File: config.mk
export PLATFORM = sky130hd
export DESIGN_NAME = fb_read_arbiter_flat
export DESIGN_NICKNAME = d
export VERILOG_FILES = /design/src/rtl/fb_read_arbiter_pkg.sv /design/src/rtl/fb_read_arbiter_if.sv /design/src/rtl/fb_tag_pipe.sv /design/src/rtl/fb_read_arbiter.sv /design/src/flat_wrapper.sv
export SDC_FILE = /design/constraint.sdc
export NUM_CORES = 1
export LEC_CHECK = 0
export CAP_MARGIN = 40
export CORE_ASPECT_RATIO = 1.4
export CORE_MARGIN = 4
export CORE_UTILIZATION = 34
export DETAILED_ROUTE_END_ITERATION = 8
export PLACE_DENSITY = 0.86
export RECOVER_POWER = 100
export SLEW_MARGIN = 20
export SYNTH_ARGS = -nofsm -noshare
export SYNTH_HDL_FRONTEND = slang
export SYNTH_SLANG_ARGS = --single-unit
File: constraint.sdc
create_clock -name clk -period 1.95 [get_ports clk]
set_input_delay 0.2925 -clock clk [delete_from_list [all_inputs] [get_ports clk]]
set_output_delay 0.2925 -clock clk [all_outputs]
set_load 0.005 [all_outputs]
File: src/rtl/fb_read_arbiter_pkg.sv
// Shared constants and types for the frame-buffer read-port arbiter.
package fb_read_arbiter_pkg;

    localparam int PX_WIDTH  = 256;
    localparam int PX_HEIGHT = 240;
    localparam int ADDR_W    = $clog2(PX_WIDTH * PX_HEIGHT);
    localparam int DATA_W    = 3;

    typedef enum logic {
        OWN_A = 1'b0,
        OWN_B = 1'b1
    } owner_e;

    typedef enum logic {
        NORMAL = 1'b0,
        FORCE  = 1'b1
    } arb_state_e;

    // One in-flight read: who gets the data, and whether an A request was dropped for it.
    typedef struct packed {
        logic   valid;
        owner_e owner;
        logic   miss;
    } tag_t;

endpackage

File: src/rtl/fb_read_arbiter_if.sv
// Read-port bundle between the arbiter (slave), the two requesters and the pixel memory (master).
interface fb_read_arbiter_if #(
    parameter int ADDR_W = fb_read_arbiter_pkg::ADDR_W,
    parameter int DATA_W = fb_read_arbiter_pkg::DATA_W
);

    logic              a_req;
    logic [ADDR_W-1:0] a_addr;
    logic              a_vld;
    logic [DATA_W-1:0] a_data;
    logic              a_miss;
    logic              b_req;
    logic [ADDR_W-1:0] b_addr;
    logic              b_gnt;
    logic              b_vld;
    logic [DATA_W-1:0] b_data;
    logic              mem_rd;
    logic [ADDR_W-1:0] mem_addr;
    logic [DATA_W-1:0] mem_data;

    modport slave (
        input  a_req, a_addr, b_req, b_addr, mem_data,
        output a_vld, a_data, a_miss, b_gnt, b_vld, b_data, mem_rd, mem_addr
    );

    modport master (
        output a_req, a_addr, b_req, b_addr, mem_data,
        input  a_vld, a_data, a_miss, b_gnt, b_vld, b_data, mem_rd, mem_addr
    );

endinterface

File: src/rtl/fb_tag_pipe.sv
// DEPTH-stage shift register of read tags that tracks each read until its memory data returns.
module fb_tag_pipe import fb_read_arbiter_pkg::*; #(
    parameter int DEPTH = 1
) (
    input  logic clk,
    input  logic flush,
    input  tag_t push,
    output tag_t head
);

    tag_t stage [DEPTH];

    // NOTE: sequential state uses non-blocking assignments so every stage samples the
    // pre-edge value of its neighbour; blocking here would collapse the shift into one cycle.
    // NOTE: no async reset on the stages; flush, held high through reset, clears the older
    // entries while stage 0 still accepts the cycle's push so no post-reset grant is lost.
    always_ff @(posedge clk) begin
        stage[0] <= push;
        for (int i = 1; i < DEPTH; i++) begin
            stage[i] <= flush ? '0 : stage[i-1];
        end
    end

    assign head = stage[DEPTH-1];

endmodule

File: src/rtl/fb_read_arbiter.sv
// Single memory read port shared by VGA scanout (A, priority) and capture (B, bounded wait).
// Optional build macro FB_ARB_STATS_EN adds saturating miss/force statistics counters.
module fb_read_arbiter #(
    parameter int ADDR_W   = fb_read_arbiter_pkg::ADDR_W,
    parameter int DATA_W   = fb_read_arbiter_pkg::DATA_W,
    parameter int MEM_LAT  = 1,
    parameter int MAX_WAIT = 8
) (
    input  logic                    clk,
    input  logic                    clr,
    fb_read_arbiter_if.slave        bus
`ifdef FB_ARB_STATS_EN
    ,
    input  logic                    stats_clr,
    output logic [15:0]             stat_a_miss,
    output logic [15:0]             stat_b_force
`endif
);

    import fb_read_arbiter_pkg::*;

    localparam int WAIT_W = (MAX_WAIT > 0) ? $clog2(MAX_WAIT + 1) : 1;
    localparam logic [WAIT_W-1:0] WAIT_MAX = WAIT_W'(MAX_WAIT);

    arb_state_e        state;
    arb_state_e        state_nxt;
    logic [WAIT_W-1:0] wait_cnt;
    logic              force_b;
    logic              gnt_a;
    logic              gnt_b;
    logic              drop_a;
    logic [ADDR_W-1:0] addr_sel;
    tag_t              push;
    tag_t              head;
    logic              flush_q;
    logic              a_vld_q;
    logic              b_vld_q;
    logic              a_miss_q;
    logic [DATA_W-1:0] a_data_q;
    logic [DATA_W-1:0] b_data_q;

    always_ff @(posedge clk or negedge clr) begin
        if (!clr) begin
            state <= NORMAL;
        end else begin
            state <= state_nxt;
        end
    end

    // FORCE is entered on the cycle the wait counter reaches MAX_WAIT; b_req is held until granted.
    always_comb begin
        state_nxt = NORMAL;
        if (MAX_WAIT > 0 && bus.b_req && !gnt_b && wait_cnt == WAIT_MAX - 1'b1) begin
            state_nxt = FORCE;
        end
    end

    // The counter term covers MAX_WAIT=0, where every B request is forced with no lead-in cycle.
    always_comb begin
        // NOTE: every output gets a default before any branch so no latch is inferred.
        force_b  = bus.b_req && (state == FORCE || wait_cnt == WAIT_MAX);
        gnt_b    = bus.b_req && (!bus.a_req || force_b);
        gnt_a    = bus.a_req && !gnt_b;
        drop_a   = bus.a_req && gnt_b;
        addr_sel = '0;
        if (gnt_b) begin
            addr_sel = bus.b_addr;
        end else if (gnt_a) begin
            addr_sel = bus.a_addr;
        end
        push = '{valid: gnt_a || gnt_b, owner: gnt_b ? OWN_B : OWN_A, miss: drop_a};
    end

    always_ff @(posedge clk or negedge clr) begin
        if (!clr) begin
            wait_cnt <= '0;
        end else if (gnt_b) begin
            wait_cnt <= '0;
        end else if (bus.b_req && wait_cnt != WAIT_MAX) begin
            wait_cnt <= wait_cnt + 1'b1;
        end
    end

    always_ff @(posedge clk or negedge clr) begin
        if (!clr) begin
            flush_q <= 1'b1;
        end else begin
            flush_q <= 1'b0;
        end
    end

    fb_tag_pipe #(.DEPTH(MEM_LAT)) u_tag_pipe (
        .clk   (clk),
        .flush (flush_q),
        .push  (push),
        .head  (head)
    );

    // The exit tag lines up with mem_data, so the capture register adds the final cycle of latency.
    always_ff @(posedge clk or negedge clr) begin
        if (!clr) begin
            a_vld_q  <= 1'b0;
            b_vld_q  <= 1'b0;
            a_miss_q <= 1'b0;
            a_data_q <= '0;
            b_data_q <= '0;
        end else begin
            a_vld_q  <= head.valid && head.owner == OWN_A;
            b_vld_q  <= head.valid && head.owner == OWN_B;
            a_miss_q <= head.valid && head.miss;
            if (head.valid && head.owner == OWN_A) begin
                a_data_q <= bus.mem_data;
            end
            if (head.valid && head.owner == OWN_B) begin
                b_data_q <= bus.mem_data;
            end
        end
    end

    assign bus.b_gnt    = gnt_b;
    assign bus.mem_rd   = gnt_a || gnt_b;
    assign bus.mem_addr = addr_sel;
    assign bus.a_vld    = a_vld_q;
    assign bus.b_vld    = b_vld_q;
    assign bus.a_miss   = a_miss_q;
    assign bus.a_data   = a_data_q;
    assign bus.b_data   = b_data_q;

`ifdef FB_ARB_STATS_EN
    logic [15:0] miss_cnt;
    logic [15:0] force_cnt;

    // The miss counter steps on the edge that raises a_miss, so it already includes a visible pulse.
    always_ff @(posedge clk or negedge clr) begin
        if (!clr) begin
            miss_cnt  <= '0;
            force_cnt <= '0;
        end else if (stats_clr) begin
            miss_cnt  <= '0;
            force_cnt <= '0;
        end else begin
            if (head.valid && head.miss && miss_cnt != 16'hFFFF) begin
                miss_cnt <= miss_cnt + 16'd1;
            end
            if (gnt_b && force_b && force_cnt != 16'hFFFF) begin
                force_cnt <= force_cnt + 16'd1;
            end
        end
    end

    assign stat_a_miss  = miss_cnt;
    assign stat_b_force = force_cnt;
`endif

endmodule

File: src/flat_wrapper.sv
// flat-port wrapper written by rule: the top's interface ports become plain ports
module fb_read_arbiter_flat import fb_read_arbiter_pkg::*;
#(
    parameter int ADDR_W   = fb_read_arbiter_pkg::ADDR_W,
    parameter int DATA_W   = fb_read_arbiter_pkg::DATA_W,
    parameter int MEM_LAT  = 1,
    parameter int MAX_WAIT = 8
)
  (clk, clr, bus_a_req, bus_a_addr, bus_b_req, bus_b_addr, bus_mem_data, bus_a_vld, bus_a_data, bus_a_miss, bus_b_gnt, bus_b_vld, bus_b_data, bus_mem_rd, bus_mem_addr);
  fb_read_arbiter_if #(.ADDR_W(ADDR_W), .DATA_W(DATA_W)) bus_i ();
  input  logic clk;
  input  logic clr;
  input wire logic [$bits(bus_i.a_req)-1:0] bus_a_req;
  input wire logic [$bits(bus_i.a_addr)-1:0] bus_a_addr;
  input wire logic [$bits(bus_i.b_req)-1:0] bus_b_req;
  input wire logic [$bits(bus_i.b_addr)-1:0] bus_b_addr;
  input wire logic [$bits(bus_i.mem_data)-1:0] bus_mem_data;
  output wire logic [$bits(bus_i.a_vld)-1:0] bus_a_vld;
  output wire logic [$bits(bus_i.a_data)-1:0] bus_a_data;
  output wire logic [$bits(bus_i.a_miss)-1:0] bus_a_miss;
  output wire logic [$bits(bus_i.b_gnt)-1:0] bus_b_gnt;
  output wire logic [$bits(bus_i.b_vld)-1:0] bus_b_vld;
  output wire logic [$bits(bus_i.b_data)-1:0] bus_b_data;
  output wire logic [$bits(bus_i.mem_rd)-1:0] bus_mem_rd;
  output wire logic [$bits(bus_i.mem_addr)-1:0] bus_mem_addr;
  assign bus_i.a_req = bus_a_req;
  assign bus_i.a_addr = bus_a_addr;
  assign bus_i.b_req = bus_b_req;
  assign bus_i.b_addr = bus_b_addr;
  assign bus_i.mem_data = bus_mem_data;
  assign bus_a_vld = bus_i.a_vld;
  assign bus_a_data = bus_i.a_data;
  assign bus_a_miss = bus_i.a_miss;
  assign bus_b_gnt = bus_i.b_gnt;
  assign bus_b_vld = bus_i.b_vld;
  assign bus_b_data = bus_i.b_data;
  assign bus_mem_rd = bus_i.mem_rd;
  assign bus_mem_addr = bus_i.mem_addr;
  fb_read_arbiter #(.ADDR_W(ADDR_W), .DATA_W(DATA_W), .MEM_LAT(MEM_LAT), .MAX_WAIT(MAX_WAIT)) u_core (.clk(clk), .clr(clr), .bus(bus_i));
endmodule
==> results.py, run 1 <==
metrics = {
    "global_routing": {
        "grt_pass1_wl_um": 5150,
        "grt_pass1_vias": 1263,
        "grt_overflow_total": 0,
        "grt_use_total_pct": 18.3,
        "antenna_found_initial": 0,
        "grt_max_degree": 20,
    },
    "clock_tree": {
        "clk_latency_ns": 0.29,
        "clk_pin_slew_ns": 0.09,
        "tritoncts": "yes",
        "cts_max_path_buffers": 2,
        "ctsHoldBuffers": 0,
        "clock_sinks": 17,
        "clockRootBuffer": "clkbuf_4",
        "cts_buffers": 3,
        "htree_levels": 1,
    },
    "power": {
        "ir_drop_mv": 0.275,
        "pwr-share-clk_pct": 18.9,
        "p_per_area_nw_per_um2": 484,
        "sw_frac_of_total_pct": 26.7,
        "p_int_mw": 0.699,
        "pwr-share-seq_pct": 41.6,
        "p_leak_nw": 0.912,
        "switchingPower_mw": 0.255,
        "comb_power_share_pct": 39.5,
    },
    "timing": {
        "skew_ns": 0.00430,
        "hold_viol_final": 0,
        "finalSetupViolCount": 17,
        "period_share_pct": 107,
        "rsz0062_at_grt": "yes",
        "setup_ws_ns": -0.146,
        "fmax_mhz": 477,
        "relSlewSlack_pct": 59.7,
        "drv_slew": 0,
        "worst_pin_slew_ns": 0.602,
        "fin_crit_ns": 2.10,
    },
    "worst_setup_path": {
        "critPathRequiredTime_ns": 1.66,
        "critPathMaxFanout": 5,
        "end_kind": "output pin",
        "worstPathArrival_ns": 1.80,
        "start_kind": "register",
        "rrSetupSlack_ns": 0.22,
        "critPathKind": "reg -> out",
    },
    "die": {
        "core_um2": 2640,
        "die_h_um": 70.4,
        "io_pins": 66,
        "initial_core_util_pct": 35.7,
        "die-area_um2": 3700,
        "rows": 22,
        "fp.dieW_um": 52.6,
    },
    "synthesis": {
        "synthArstFlopShare_pct": 82.4,
        "netlist-cell-type-count": 27,
        "synth_top_area_cell": "dfrtp_1",
        "synth_area_per_cell_um2": 8.59,
        "yosysTopAreaCellShare_pct": 37.1,
        "syn-num-nets": 151,
        "ys.flop_type": "dfrtp_1",
        "synth-edff-count": 0,
        "synth_area_leaders": "dfrtp_1 37%, nand2_1 14%, o22ai_1 12%",
        "synth.cell_area_um2": 945,
        "syn_inst": 110,
        "yosys.cell_count.top_type": "nand2_1",
        "ys_seq_area_share_pct": 43.4,
        "yosys-top-cells-count": "35 x nand2_1, 18 x o22ai_1, 14 x dfrtp_1, 6 x mux2_2",
        "yosysWarnings": 0,
        "ys_ff_latch": 17,
    },
    "routing": {
        "wl_per_cell_um": 14.9,
        "drcViolationCount": 0,
        "wl_um": 3540,
        "num_vias": 1209,
        "ant_nets": 0,
        "drt_iter0_drc": 27,
        "dr.pass1.iters": 4,
        "via_per_inst": 5.10,
    },
    "finish": {
        "layout.nets": 243,
        "antennaDiodeCount": 0,
        "synthToLayoutAreaGrowth_pct": 109,
        "regArea_um2": 410,
        "multi_input_area_um2": 601,
        "final_cell_count_no_fill": 237,
        "fin_area_um2": 1970,
        "num-fill-cells": 182,
        "layout-drive-gt1-share_pct": 37.8,
    },
    "placement": {
        "place_inst": 220,
        "io_buffers": 65,
        "post_dp_cell_area_um2": 1740,
        "dp_hpwl_um": 2470,
        "gp_congestion": 0.680,
    },
    "worst_hold_path": {
        "hp-class": "in -> async",
    },
    "flow_run": {
        "drv_cap": 0,
    },
    "outcome": {
        "status": "finished, violations left",
        "violations": "negative setup slack",
    },
}
## kinds of logic after synthesis
logic type	Yosys count	share of synthesized area, %
compound gates	26	18.0
buf+inv	12	5.96
simple gates	47	22.8
mux	6	7.15
flops	17	43.4
fa+ha+maj	2	2.65
## final cells by class
class                   count  share of cell area [%]
clock buffers               4                    1.33
inverters                   4                   0.761
multi-input cells          81                    30.5
flip-flops and latches     17                    20.8
well taps                  36                    2.28
repair buffers             95                    44.4
## worst max-delay path, cell delays in order, from the launching register on
cell and delay [ns]:
dfrtp_1 0.38, inv_2 0.06, ha_4 0.15, and3b_2 0.21, o21a_4 0.25, buf_12 0.15, o21a_1 0.19, buf_2 0.13
## timing repair
| action | CTS | global route |
|---|---|---|
| hold endpoints to repair | 0 | 0 |
| setup buffers | 3 | 7 |
| resized for setup | 93 | 4 |
| gates cloned | 2 | 1 |
| setup endpoints to repair | 18 | 18 |
| pin swaps | 5 | 3 |
## power groups by stage
stage / clock, mW / combinational [mW] / sequential, mW
final: 0.180 / 0.376 / 0.397
after floorplan: 0 / 0.0985 / 0.407
after detailed placement: 0 / 0.339 / 0.404
after global routing: 0.202 / 0.405 / 0.401
after global placement: 0 / 0.324 / 0.401
after CTS: 0.187 / 0.357 / 0.397
## layer usage
| metal | GRT usage (%) | part of all wire, % | up-vias |
|---|---|---|---|
| li1 | - | - | 566 |
| met1 | 17.8 | 36 | 543 |
| met2 | 33.3 | 50 | 85 |
| met3 | 4.90 | 11 | 15 |
| met4 | 9.66 | 3.4 | 0 |
| met5 | 0 | 0 | - |
## layout by cell type, fill, tap and decap left out, types with 4 or more instances in the layout
cell,instances
buf_2,17
buf_4,21
clkbuf_4,4
clkdlybuf4s50_1,44
dfrtp_1,14
mux2_2,6
nand2_1,35
o22ai_2,14
## metrics by stage
stage | total power, mW | worst slack (ns) | TNS [ns] | hold WS [ns] | utilization [%]
global placement | 0.725 | -0.172 | -2.78 | 0.428 | 65.8
CTS | 0.941 | -0.138 | -1.23 | 0.390 | 71.5
floorplan | 0.505 | 0.324 | 0 | -0.00309 | -
detailed placement | 0.743 | -0.234 | -3.37 | 0.426 | 65.8
finish | 0.954 | -0.146 | -2.13 | 0.445 | 74.6
global route | 1.01 | -0.202 | -2.96 | 0.485 | 74.6
## path summary, 6_finish.rpt
check                      depth (start not counted)                           from                            end
max                                                7             u_core.wait_cnt[1]                      bus_b_gnt
min                                                1                            clr               u_core.bus.b_vld
max reg2reg                                        8             u_core.wait_cnt[1]  u_core.u_tag_pipe.stage[0][1]
min reg2reg                                        1  u_core.u_tag_pipe.stage[0][0]              u_core.bus.a_miss
max in group asynchronous                          1                            clr           u_core.bus.a_data[0]
min in group clk                                   1  u_core.u_tag_pipe.stage[0][0]              u_core.bus.a_miss
## state kept, by name (all words and copies together), names as in the netlist
signal                   flops
u_core.bus.b_data            3
u_core.bus.b_vld             1
u_core.bus.a_data            3
u_core.state                 1
u_core.wait_cnt              4
u_core.bus.a_miss            1
u_core.bus.a_vld             1
u_core.u_tag_pipe.stage      3
Note: power is estimated with default switching activity, not from simulation.
==> run 2: changes to the inputs <==
--- a/config.mk
+++ b/config.mk
@@ -6,9 +6,11 @@
 export NUM_CORES = 1
 export LEC_CHECK = 0
 export CAP_MARGIN = 40
+export CELL_PAD_IN_SITES_DETAIL_PLACEMENT = 1
+export CELL_PAD_IN_SITES_GLOBAL_PLACEMENT = 1
 export CORE_ASPECT_RATIO = 1.4
 export CORE_MARGIN = 4
-export CORE_UTILIZATION = 34
+export CORE_UTILIZATION = 23
 export DETAILED_ROUTE_END_ITERATION = 8
 export PLACE_DENSITY = 0.86
 export RECOVER_POWER = 100
==> run 2 against run 1 <==
Fmax is 2.6% higher. Sequential cell count unchanged. The flow still finishes with violations (negative setup slack). Total power grew 4.2%. Global-route usage is 5.9 points lower. Die area up 41%. Non-clock buffer count down 9. First-iteration DRC count fell by 59%. Combinational power fell by 9.6%. Largest power group unchanged. Cell count decreased by 0.84%.
==> results.py, run 2 (synthesized netlist as in run 1, its figures left out) <==
metrics = {
    "flow_run": {
        "drv_cap": 0,
    },
    "finish": {
        "num-fill-cells": 451,
        "fin_area_um2": 1910,
        "synthToLayoutAreaGrowth_pct": 103,
        "fin_util_pct": 48.4,
        "final_cell_mix": "35 x nand2_1, 35 x clkdlybuf4s50_1, 17 x buf_2, 14 x buf_4, 14 x dfrtp_1",
        "layout.nets": 234,
        "layout-drive-gt1-share_pct": 34.9,
        "antennaDiodeCount": 0,
        "largest_reg_flops": 4,
        "largest_register": "u_core.wait_cnt",
    },
    "die": {
        "die-area_um2": 5210,
        "rows": 27,
        "die_h_um": 83.8,
        "io_pins": 66,
        "initial_core_util_pct": 23.9,
        "core_um2": 3950,
        "fp.dieW_um": 62.2,
    },
    "worst_setup_path": {
        "r2r-start": "u_core.wait_cnt[0]",
        "critPathRequiredTime_ns": 1.66,
        "worstPathArrival_ns": 1.75,
        "critPathSlowestCell": "dfrtp_1",
        "r2r_cells": 8,
        "r2r-end": "u_core.u_tag_pipe.stage[0][1]",
        "critPathKind": "reg -> out",
        "critPathTopFamily": "compound AO/OA/AOI/OAI gates",
        "start_kind": "register",
        "crit_buf_inv": 3,
        "worstPathCellList": "inv_2 -> ha_4 -> and3b_2 -> o21a_4 -> buf_12 -> o21a_1 -> buf_2",
        "end_kind": "output pin",
        "rrSetupSlack_ns": 0.24,
        "critPathMaxFanout": 5,
        "slowest_delay_ns": 0.37,
    },
    "clock_tree": {
        "cts_buffers": 3,
        "cts_max_path_buffers": 2,
        "clock_sinks": 17,
        "clk_pin_slew_ns": 0.06,
        "clk_latency_ns": 0.25,
        "htree_levels": 1,
        "tritoncts": "yes",
        "clockRootBuffer": "clkbuf_8",
    },
    "timing": {
        "worst_pin_slew_ns": 0.629,
        "fmax_mhz": 490,
        "drv_slew": 0,
        "period_share_pct": 105,
        "relSlewSlack_pct": 57.9,
        "worst_hold_slack_ns": 0.453,
        "hold_viol_final": 0,
        "setup_ws_ns": -0.0927,
        "finalSetupViolCount": 15,
        "skew_ns": 0.00107,
        "fin_crit_ns": 2.04,
        "rsz0062_at_grt": "yes",
    },
    "power": {
        "pwr-share-clk_pct": 25.9,
        "ir_drop_mv": 0.498,
        "p_per_area_nw_per_um2": 520,
        "p_int_mw": 0.738,
        "p_leak_nw": 0.870,
        "power_mw": 0.994,
        "pwr-share-seq_pct": 39.9,
        "switchingPower_mw": 0.256,
        "sw_frac_of_total_pct": 25.8,
        "comb_power_share_pct": 34.2,
    },
    "global_routing": {
        "grt_use_total_pct": 12.5,
        "grt_overflow_total": 0,
        "grt_pass1_vias": 1181,
        "antenna_found_initial": 0,
        "grt_max_degree": 27,
        "grt_pass1_wl_um": 5450,
    },
    "outcome": {
        "violations": "negative setup slack",
        "status": "finished, violations left",
    },
    "worst_hold_path": {
        "hp-start": "u_core.u_tag_pipe.stage[0][0]",
        "hold_path_depth": 1,
        "hold_end": "u_core.bus.a_miss",
        "hp-class": "reg -> reg",
    },
    "placement": {
        "io_buffers": 65,
        "dp_hpwl_um": 2330,
        "gp_congestion": 0.782,
        "post_dp_cell_area_um2": 1750,
        "pre_cts_ws_ns": -0.251,
    },
    "routing": {
        "via_per_inst": 4.71,
        "dr.pass1.iters": 3,
        "wl_um": 3230,
        "ant_nets": 0,
        "wl_per_cell_um": 13.7,
        "drcViolationCount": 0,
        "num_vias": 1107,
        "drt_iter0_drc": 11,
    },
}
[run 2: changes by cell type in the layout (fill, tap and decap cells not counted), moves of 2 or more]
cell / change
buf_4: -7
o22ai_1: +2
dlygate4sd2_1: +2
clkbuf_4: -4
dlymetal6s2s_1: -2
buf_12: +2
clkbuf_1: -2
dlygate4sd3_1: +9
clkdlybuf4s50_1: -9
clkbuf_8: +3
[run 2: area by class of cell]
cell class	count	area (µm²)	share of cell area, %
timing repair buffer	86	807	42.2
clock inverter	1	5.00	0.262
tap	43	53.8	2.81
multi-input combinational	81	581	30.3
sequential	17	410	21.5
clock buffer	3	41.3	2.16
inverter	4	15.0	0.785
[run 2: through the flow]
step,instances,setup TNS (ns)
after global routing,235,-1.78
after CTS,235,-0.333
after global placement,224,-3.55
final,235,-0.199
after detailed placement,224,-3.87
after floorplan,110,0
[run 2: timing repair]
item	in CTS	in global routing
pin swaps	5	2
hold endpoints to repair	0	0
gates cloned	2	0
resized for setup	92	0
setup endpoints to repair	18	17
hold buffers	0	0
setup buffers	5	0
[run 2: worst max-delay path by stage]
stage	from	to	slack, ns	cells after the start
2_1_floorplan	u_core.wait_cnt[0]	bus_b_gnt	0.32	6
3_3_place_gp	bus_a_req	bus_mem_addr[1]	-0.22	5
3_5_place_dp	bus_a_req	bus_mem_addr[9]	-0.25	5
4_1_cts	u_core.wait_cnt[0]	bus_b_gnt	-0.11	7
5_1_grt	u_core.wait_cnt[0]	bus_b_gnt	-0.16	7
6_report	u_core.wait_cnt[0]	bus_b_gnt	-0.09	7
[run 2: metal layers]
layer | track usage, % | vias up | part of all wire (%)
met5 | 0 | - | 0
met4 | 4.14 | 0 | 1.4
met3 | 2.70 | 5 | 8.1
met2 | 23.7 | 50 | 54
met1 | 13.1 | 503 | 37
li1 | - | 549 | -
[run 2: power groups by stage]
stage               clock network, mW  logic [mW]  registers [mW]
floorplan                           0      0.0985           0.407
global placement                    0       0.329           0.401
detailed placement                  0       0.336           0.403
CTS                             0.275       0.352           0.397
global route                    0.292       0.371           0.400
finish                          0.258       0.340           0.396
==> run 3: changes to the inputs <==
--- a/config.mk
+++ b/config.mk
@@ -5,6 +5,7 @@
 export SDC_FILE = /design/constraint.sdc
 export NUM_CORES = 1
 export LEC_CHECK = 0
+export ABC_CLOCK_PERIOD_IN_PS = 1950
 export CAP_MARGIN = 40
 export CELL_PAD_IN_SITES_DETAIL_PLACEMENT = 1
 export CELL_PAD_IN_SITES_GLOBAL_PLACEMENT = 1
==> results of run 3 <==
No change in the layout: final DEF, timing and power equal those of run 2.
